--- src/rtl/iencode_loader.sv ---
// iencode_loader: packs decoded LEGv8-subset instruction fields into 32-bit
// words and writes them sequentially into instruction memory.
//
// Optional feature: define ILOAD_CHECKSUM_EN to add the csum output, which is
// the running XOR of every word written since the last start.
//
// Ports:
//   clk, reset             clock, synchronous active-high reset
//   start, base_addr       begin a program load at base_addr (word aligned)
//   in_valid/in_ready      request handshake; in_last marks final request
//   opcode, rd, rn, rm,
//   imm, shamt             decoded instruction fields
//   mem_we/mem_ready       write handshake; mem_addr/mem_wdata held until accepted
//   done                   one-cycle pulse after the last word is written
//   err, err_code          sticky error and cause (1 opcode, 2 range, 3 full)
//   words                  words written since start
//   csum                   (ILOAD_CHECKSUM_EN only) XOR of written words
//
// state   | meaning
// S_IDLE  | waiting for start
// S_LOAD  | accepting requests, one registered write slot
// S_DRAIN | last request accepted, waiting for its write to complete
// S_ERROR | request rejected; outputs hold until start
module iencode_loader #(
  parameter int ADDR_W = 12,
  parameter int DEPTH  = 1024
) (
  input  logic              clk,
  input  logic              reset,
  input  logic              start,
  input  logic [ADDR_W-1:0] base_addr,
  input  logic              in_valid,
  output logic              in_ready,
  input  logic              in_last,
  input  logic [3:0]        opcode,
  input  logic [4:0]        rd,
  input  logic [4:0]        rn,
  input  logic [4:0]        rm,
  input  logic [31:0]       imm,
  input  logic [5:0]        shamt,
  output logic              mem_we,
  output logic [ADDR_W-1:0] mem_addr,
  output logic [31:0]       mem_wdata,
  input  logic              mem_ready,
  output logic              done,
  output logic              err,
  output logic [1:0]        err_code,
  output logic [ADDR_W-2:0] words
`ifdef ILOAD_CHECKSUM_EN
  ,
  output logic [31:0]       csum
`endif
);

  typedef enum logic [1:0] {S_IDLE, S_LOAD, S_DRAIN, S_ERROR} state_t;

  localparam logic [ADDR_W-1:0] DEPTH_V = ADDR_W'(DEPTH);

  state_t            state;
  logic [31:0]       enc_word;
  logic [1:0]        enc_code;
  logic [ADDR_W-1:0] fill;
  logic              full;
  logic              accept;
  logic              wr_done;

  // True when v sign-extends from bit sh, i.e. fits in sh+1 signed bits.
  function automatic logic fits(input logic [31:0] v, input int sh);
    logic signed [31:0] t;
    t = $signed(v) >>> sh;
    return (t == 32'sd0) || (t == -32'sd1);
  endfunction

  always_comb begin
    enc_word = 32'h0;
    enc_code = 2'd0;
    case (opcode)
      4'd1: begin
        enc_word = {10'h244, imm[11:0], rn, rd};
        if (imm[31:12] != 20'h0) enc_code = 2'd2;
      end
      4'd2:  enc_word = {11'h558, rm, 6'h00, rn, rd};
      4'd3: begin
        enc_word = {8'h54, imm[18:0], 5'h0B};
        if (!fits(imm, 18)) enc_code = 2'd2;
      end
      4'd4: begin
        enc_word = {6'h05, imm[25:0]};
        if (!fits(imm, 25)) enc_code = 2'd2;
      end
      4'd5: begin
        enc_word = {8'hB4, imm[18:0], rd};
        if (!fits(imm, 18)) enc_code = 2'd2;
      end
      4'd6: begin
        enc_word = {11'h7C2, imm[8:0], 2'b00, rn, rd};
        if (!fits(imm, 8)) enc_code = 2'd2;
      end
      4'd7:  enc_word = {11'h69B, 5'h00, shamt, rn, rd};
      4'd8:  enc_word = {11'h69A, 5'h00, shamt, rn, rd};
      4'd9:  enc_word = {11'h4D8, rm, 6'h1F, rn, rd};
      4'd10: begin
        enc_word = {11'h7C0, imm[8:0], 2'b00, rn, rd};
        if (!fits(imm, 8)) enc_code = 2'd2;
      end
      4'd11: enc_word = {11'h758, rm, 6'h00, rn, rd};
      default: enc_code = 2'd1;
    endcase
  end

  // Occupancy counts the word still sitting in the output register.
  assign fill     = {1'b0, words} + {{(ADDR_W-1){1'b0}}, mem_we};
  assign full     = (fill == DEPTH_V);
  assign wr_done  = mem_we && mem_ready;
  assign in_ready = (state == S_LOAD) && (!mem_we || mem_ready) && !full;
  assign accept   = in_valid && in_ready;

  always_ff @(posedge clk) begin
    if (reset) begin
      state     <= S_IDLE;
      mem_we    <= 1'b0;
      mem_addr  <= '0;
      mem_wdata <= 32'h0;
      done      <= 1'b0;
      err       <= 1'b0;
      err_code  <= 2'd0;
      words     <= '0;
`ifdef ILOAD_CHECKSUM_EN
      csum      <= 32'h0;
`endif
    end else begin
      done <= 1'b0;
      // A write can only be pending outside IDLE; it completes in any of
      // LOAD, DRAIN or ERROR. Later assignments below override as needed.
      if (wr_done) begin
        mem_we   <= 1'b0;
        mem_addr <= mem_addr + ADDR_W'(4);
        words    <= words + (ADDR_W-1)'(1);
`ifdef ILOAD_CHECKSUM_EN
        csum     <= csum ^ mem_wdata;
`endif
      end
      case (state)
        S_LOAD: begin
          if (accept) begin
            if (enc_code != 2'd0) begin
              err      <= 1'b1;
              err_code <= enc_code;
              state    <= S_ERROR;
            end else begin
              mem_we    <= 1'b1;
              mem_wdata <= enc_word;
              if (in_last) state <= S_DRAIN;
            end
          end else if (full && in_valid) begin
            err      <= 1'b1;
            err_code <= 2'd3;
            state    <= S_ERROR;
          end
        end
        S_DRAIN: begin
          if (wr_done) begin
            done  <= 1'b1;
            state <= S_IDLE;
          end
        end
        default: begin
          // IDLE and ERROR restart identically; a pending write is abandoned.
          if (start) begin
            mem_we   <= 1'b0;
            mem_addr <= base_addr & ~ADDR_W'(3);
            words    <= '0;
            err      <= 1'b0;
            err_code <= 2'd0;
`ifdef ILOAD_CHECKSUM_EN
            csum     <= 32'h0;
`endif
            state    <= S_LOAD;
          end
        end
      endcase
    end
  end

endmodule

--- config.mk ---
export PLATFORM = sky130hd
export DESIGN_NAME = iencode_loader
export DESIGN_NICKNAME = d
export VERILOG_FILES = /design/src/rtl/iencode_loader.sv
export SDC_FILE = /design/constraint.sdc
export NUM_CORES = 1
export LEC_CHECK = 0
export BUFFER_PORTS_ARGS = -buffer_cell sky130_fd_sc_hd__buf_4
export CAP_MARGIN = 10
export CORE_MARGIN = 2
export CORE_UTILIZATION = 53
export DETAILED_ROUTE_END_ITERATION = 8
export GPL_TIMING_DRIVEN = 0
export PLACE_DENSITY = 0.84
export SETUP_SLACK_MARGIN = 0.3
export SYNTH_ARGS = -nofsm -noshare
export SYNTH_HDL_FRONTEND = slang
export SYNTH_SLANG_ARGS = --single-unit
--- constraint.sdc ---
create_clock -name clk -period 5.15 [get_ports clk]
set_input_delay 0.7725 -clock clk [delete_from_list [all_inputs] [get_ports clk]]
set_output_delay 0.7725 -clock clk [all_outputs]
set_load 0.03 [all_outputs]
==> impl_metrics.toml <==
[critical_path]
cp.arrival_ns = 2.34
critPathMaxFanout = 5
crit_chain = "ha_1 -> ha_1 -> nand3_1 -> o211a_1 -> o2111ai_1 -> nor2_1 -> nor2_1 -> buf_4"
r2r_start = "words[0]$_SDFF_PP0_"
worst_setup_path_end_kind = "output port"
worst_path_largest_cell_delay_ns = 0.46
start_kind = "register"
critPathKind = "register to output port"
cp_slowest_cell = "dfxtp_1"
worstPathRequired_ns = 4.38
cp_num_buf_inv = 1
r2r_cells = 10
r2r_end = "err$_SDFFE_PP0P_"
r2r_slack_ns = 2.22
critical_path.top_delay_family = "compound AO/OA/AOI/OAI gates"

[logic_synthesis]
ys.warnings.count = 0
seq_area_frac_synth_pct = 33.6
avgSynthCellArea_um2 = 7.85
synth_cell_types = 54
synth_top_area_cell = "dfxtp_1"
yosys_register_bits = 60
netlist_instances = 455
synth_area_um2 = 3570
async_flop_share_pct = 0
yosysTopAreaCellShare_pct = 33.6
synth_area_leaders = "dfxtp_1, nor2_1, a211oi_1"
synth-edff-count = 0
synth_flop_cell = "dfxtp_1"

[flow_run]
maxCapViolCount = 0

[power_and_ir_drop]
ir_drop_mv = 0.227
total_power_mw = 1.61
power_frac_comb_pct = 38.1
p_switching_mw = 0.616
pwr_density_cell_nw_per_um2 = 332
clkPwrFrac_pct = 25.8
leakage_nw = 2.02
p_int_mw = 0.991
power_frac_seq_pct = 36.1
swShare_pct = 38.3

[timing]
tightest_slew_ns = 0.817
post-route-min-period_ns = 3.11
maxSlewHeadroom_pct = 45.1
finalSetupViolations = 0
finClkSkew_ns = 0.00794
rsz0062_at_grt = "false"
finalHoldViolations = 0
tns_ns = 0
max_freq_ghz = 0.321
min_period_over_period_pct = 60.4
final-max-slew-violation-count = 0
setup_slack_ns = 2.04

[clocking]
cts_resized = 0
insertion_delay_ns = 0.33
root_buffer = "clkbuf_8"
cts_setup_buffers = 0
cts_buffers = 9
h-tree-depth = 3
cts_sinks = 60
ctsHoldBuffers = 0
cts_tree = "yes"
clockBufferDepth = 2
clkTransAtPathRegs_ns = 0.07

[routing]
wire_per_inst_um = 17.0
num_vias = 4174
drt_first_pass_iters = 8
viasPerCell = 6.15
drtAntennaViolNets = 0
drc_errors = 0
drt_iter0_markers = 416
routed_wl_mm = 11.6

[grt]
grt_max_degree = 12
grt_pass1_vias = 3790
grt_pass1_wl_mm = 18.2
grt_usage_pct = 30.5
grt-ovfl-total = 0
antenna_found_initial = 0

[worst_hold_path]
hold_depth = 2
hold_start = "err_code[1]$_SDFFE_PP0P_"
hold_class = "register to register"
whs_endpoint = "err_code[1]$_SDFFE_PP0P_"

[run_status]
status = "finished, final reports clean"

[cells_and_area]
fin_nets = 678
n_antenna_cell = 0
areaGrowthSynthToFinish_pct = 35.5
drive_gt1_share_pct = 27.7
final_area_um2 = 4840

[placed_design]
portBuffers = 130
gp_congestion = 0.970
preCtsSetupSlack_ns = 1.84
placed_cell_area_um2 = 4650
place_hpwl_mm = 9.08

[floorplanning]
coreArea_um2 = 6420
ios = 136
die_x_um = 86.1
initial_utilization_pct = 55.6
dieHeight_um = 86.1
die_area_um2 = 7410
row_count = 29
[cell families (layout without fill, tap and decap cells)]
group	count (synthesis)	count (layout)	share of synthesized area (%)
AO/OA/AOI/OAI	133	133	28.3
adder cells (fa/ha/maj)	6	6	2.10
AND/OR/NAND/NOR	188	188	24.1
multiplexers	5	5	1.40
flip-flops	60	60	33.6
XOR/XNOR	20	20	4.91
other	1	2	0.105
buffers and inverters	42	188	5.50
[through the flow]
stage	instances	utilization [%]	hold slack [ns]
detailed placement	663	72.4	0.460
floorplan	456	-	0.467
CTS	679	75.3	0.470
finish	679	75.3	0.468
global placement	663	72.4	0.448
global route	679	75.3	0.499
[sequential cells by signal, indices dropped and copies added, names as in the netlist]
| signal | cells |
|---|---|
| mem_wdata | 32 |
| err_code | 2 |
| mem_we | 1 |
| mem_addr | 10 |
| done | 1 |
| err | 1 |
| state | 2 |
| words | 11 |
[synthesized netlist by cell type, types with 3 or more instances]
cell type   n
nor2_1     75
dfxtp_1    60
nand2_1    47
a211oi_1   31
a21oi_1    25
clkbuf_1   22
o21ai_0    15
a222oi_1   14
nand3_1    13
nor3_1     11
xor2_1     11
inv_1       9
xnor2_1     9
a22oi_1     8
nand4_1     8
nor2b_1     7
nor4_1      7
ha_1        6
mux2i_1     5
nand2b_1    5
or4_1       5
a21o_1      4
a311oi_2    4
and3_1      4
buf_2       4
o211a_1     4
buf_4       3
buf_6       3
o31ai_1     3
[worst register-to-register path: stages, from the launching register on]
cell and delay [ns]:
dfxtp_1 0.46, ha_1 0.25, ha_1 0.21, nand3_1 0.10, nor4_1 0.27, o2111ai_1 0.28
o21ai_2 0.31, nor3_4 0.13, or4_1 0.51, buf_2 0.17, mux2i_1 0.12
[worst max path at each step]
stage,start,depth (start not counted),end
global placement,opcode[2],9,err_code[1]$_SDFFE_PP0P_
finish,words[0]$_SDFF_PP0_,8,in_ready
floorplan,words[0]$_SDFF_PP0_,7,in_ready
global route,words[0]$_SDFF_PP0_,7,in_ready
CTS,words[0]$_SDFF_PP0_,8,in_ready
detailed placement,imm[31],9,mem_wdata[24]$_SDFFE_PP0P_
[cell type report]
type,count,area (um2)
sequential,60,1200
timing repair buffer,130,976
multi-input combinational,354,2180
clock inverter,7,66.3
tap,77,96.3
inverter,10,37.5
clock buffer,9,124
buffer,32,159
fill,503,1590
[cells in the final DEF (no fill, tap or decap), types with 13 or more instances in the layout]
cell type  instances
buf_4            133
nand2_1           47
nor2_1            75
a211oi_1          31
a222oi_1          14
clkbuf_1          22
dfxtp_1           60
nand3_1           13
a21oi_1           25
o21ai_0           15
[power groups by stage]
stage	registers [mW]	clock network, mW	logic [mW]
after floorplan	0.698	0	0.266
after global placement	0.585	0	0.593
after detailed placement	0.589	0	0.605
after CTS	0.579	0.417	0.608
after global routing	0.586	0.440	0.658
final	0.580	0.414	0.613
[metal layers]
metal / GRT usage, % / share of wire, % / vias up
met3: 4.81 / 10 / 29
met5: 0 / 0 / -
li1: - / - / 1977
met1: 41.4 / 41 / 1915
met4: 8.37 / 2.0 / 0
met2: 50.2 / 47 / 253
(Power assumes the default switching activity.)
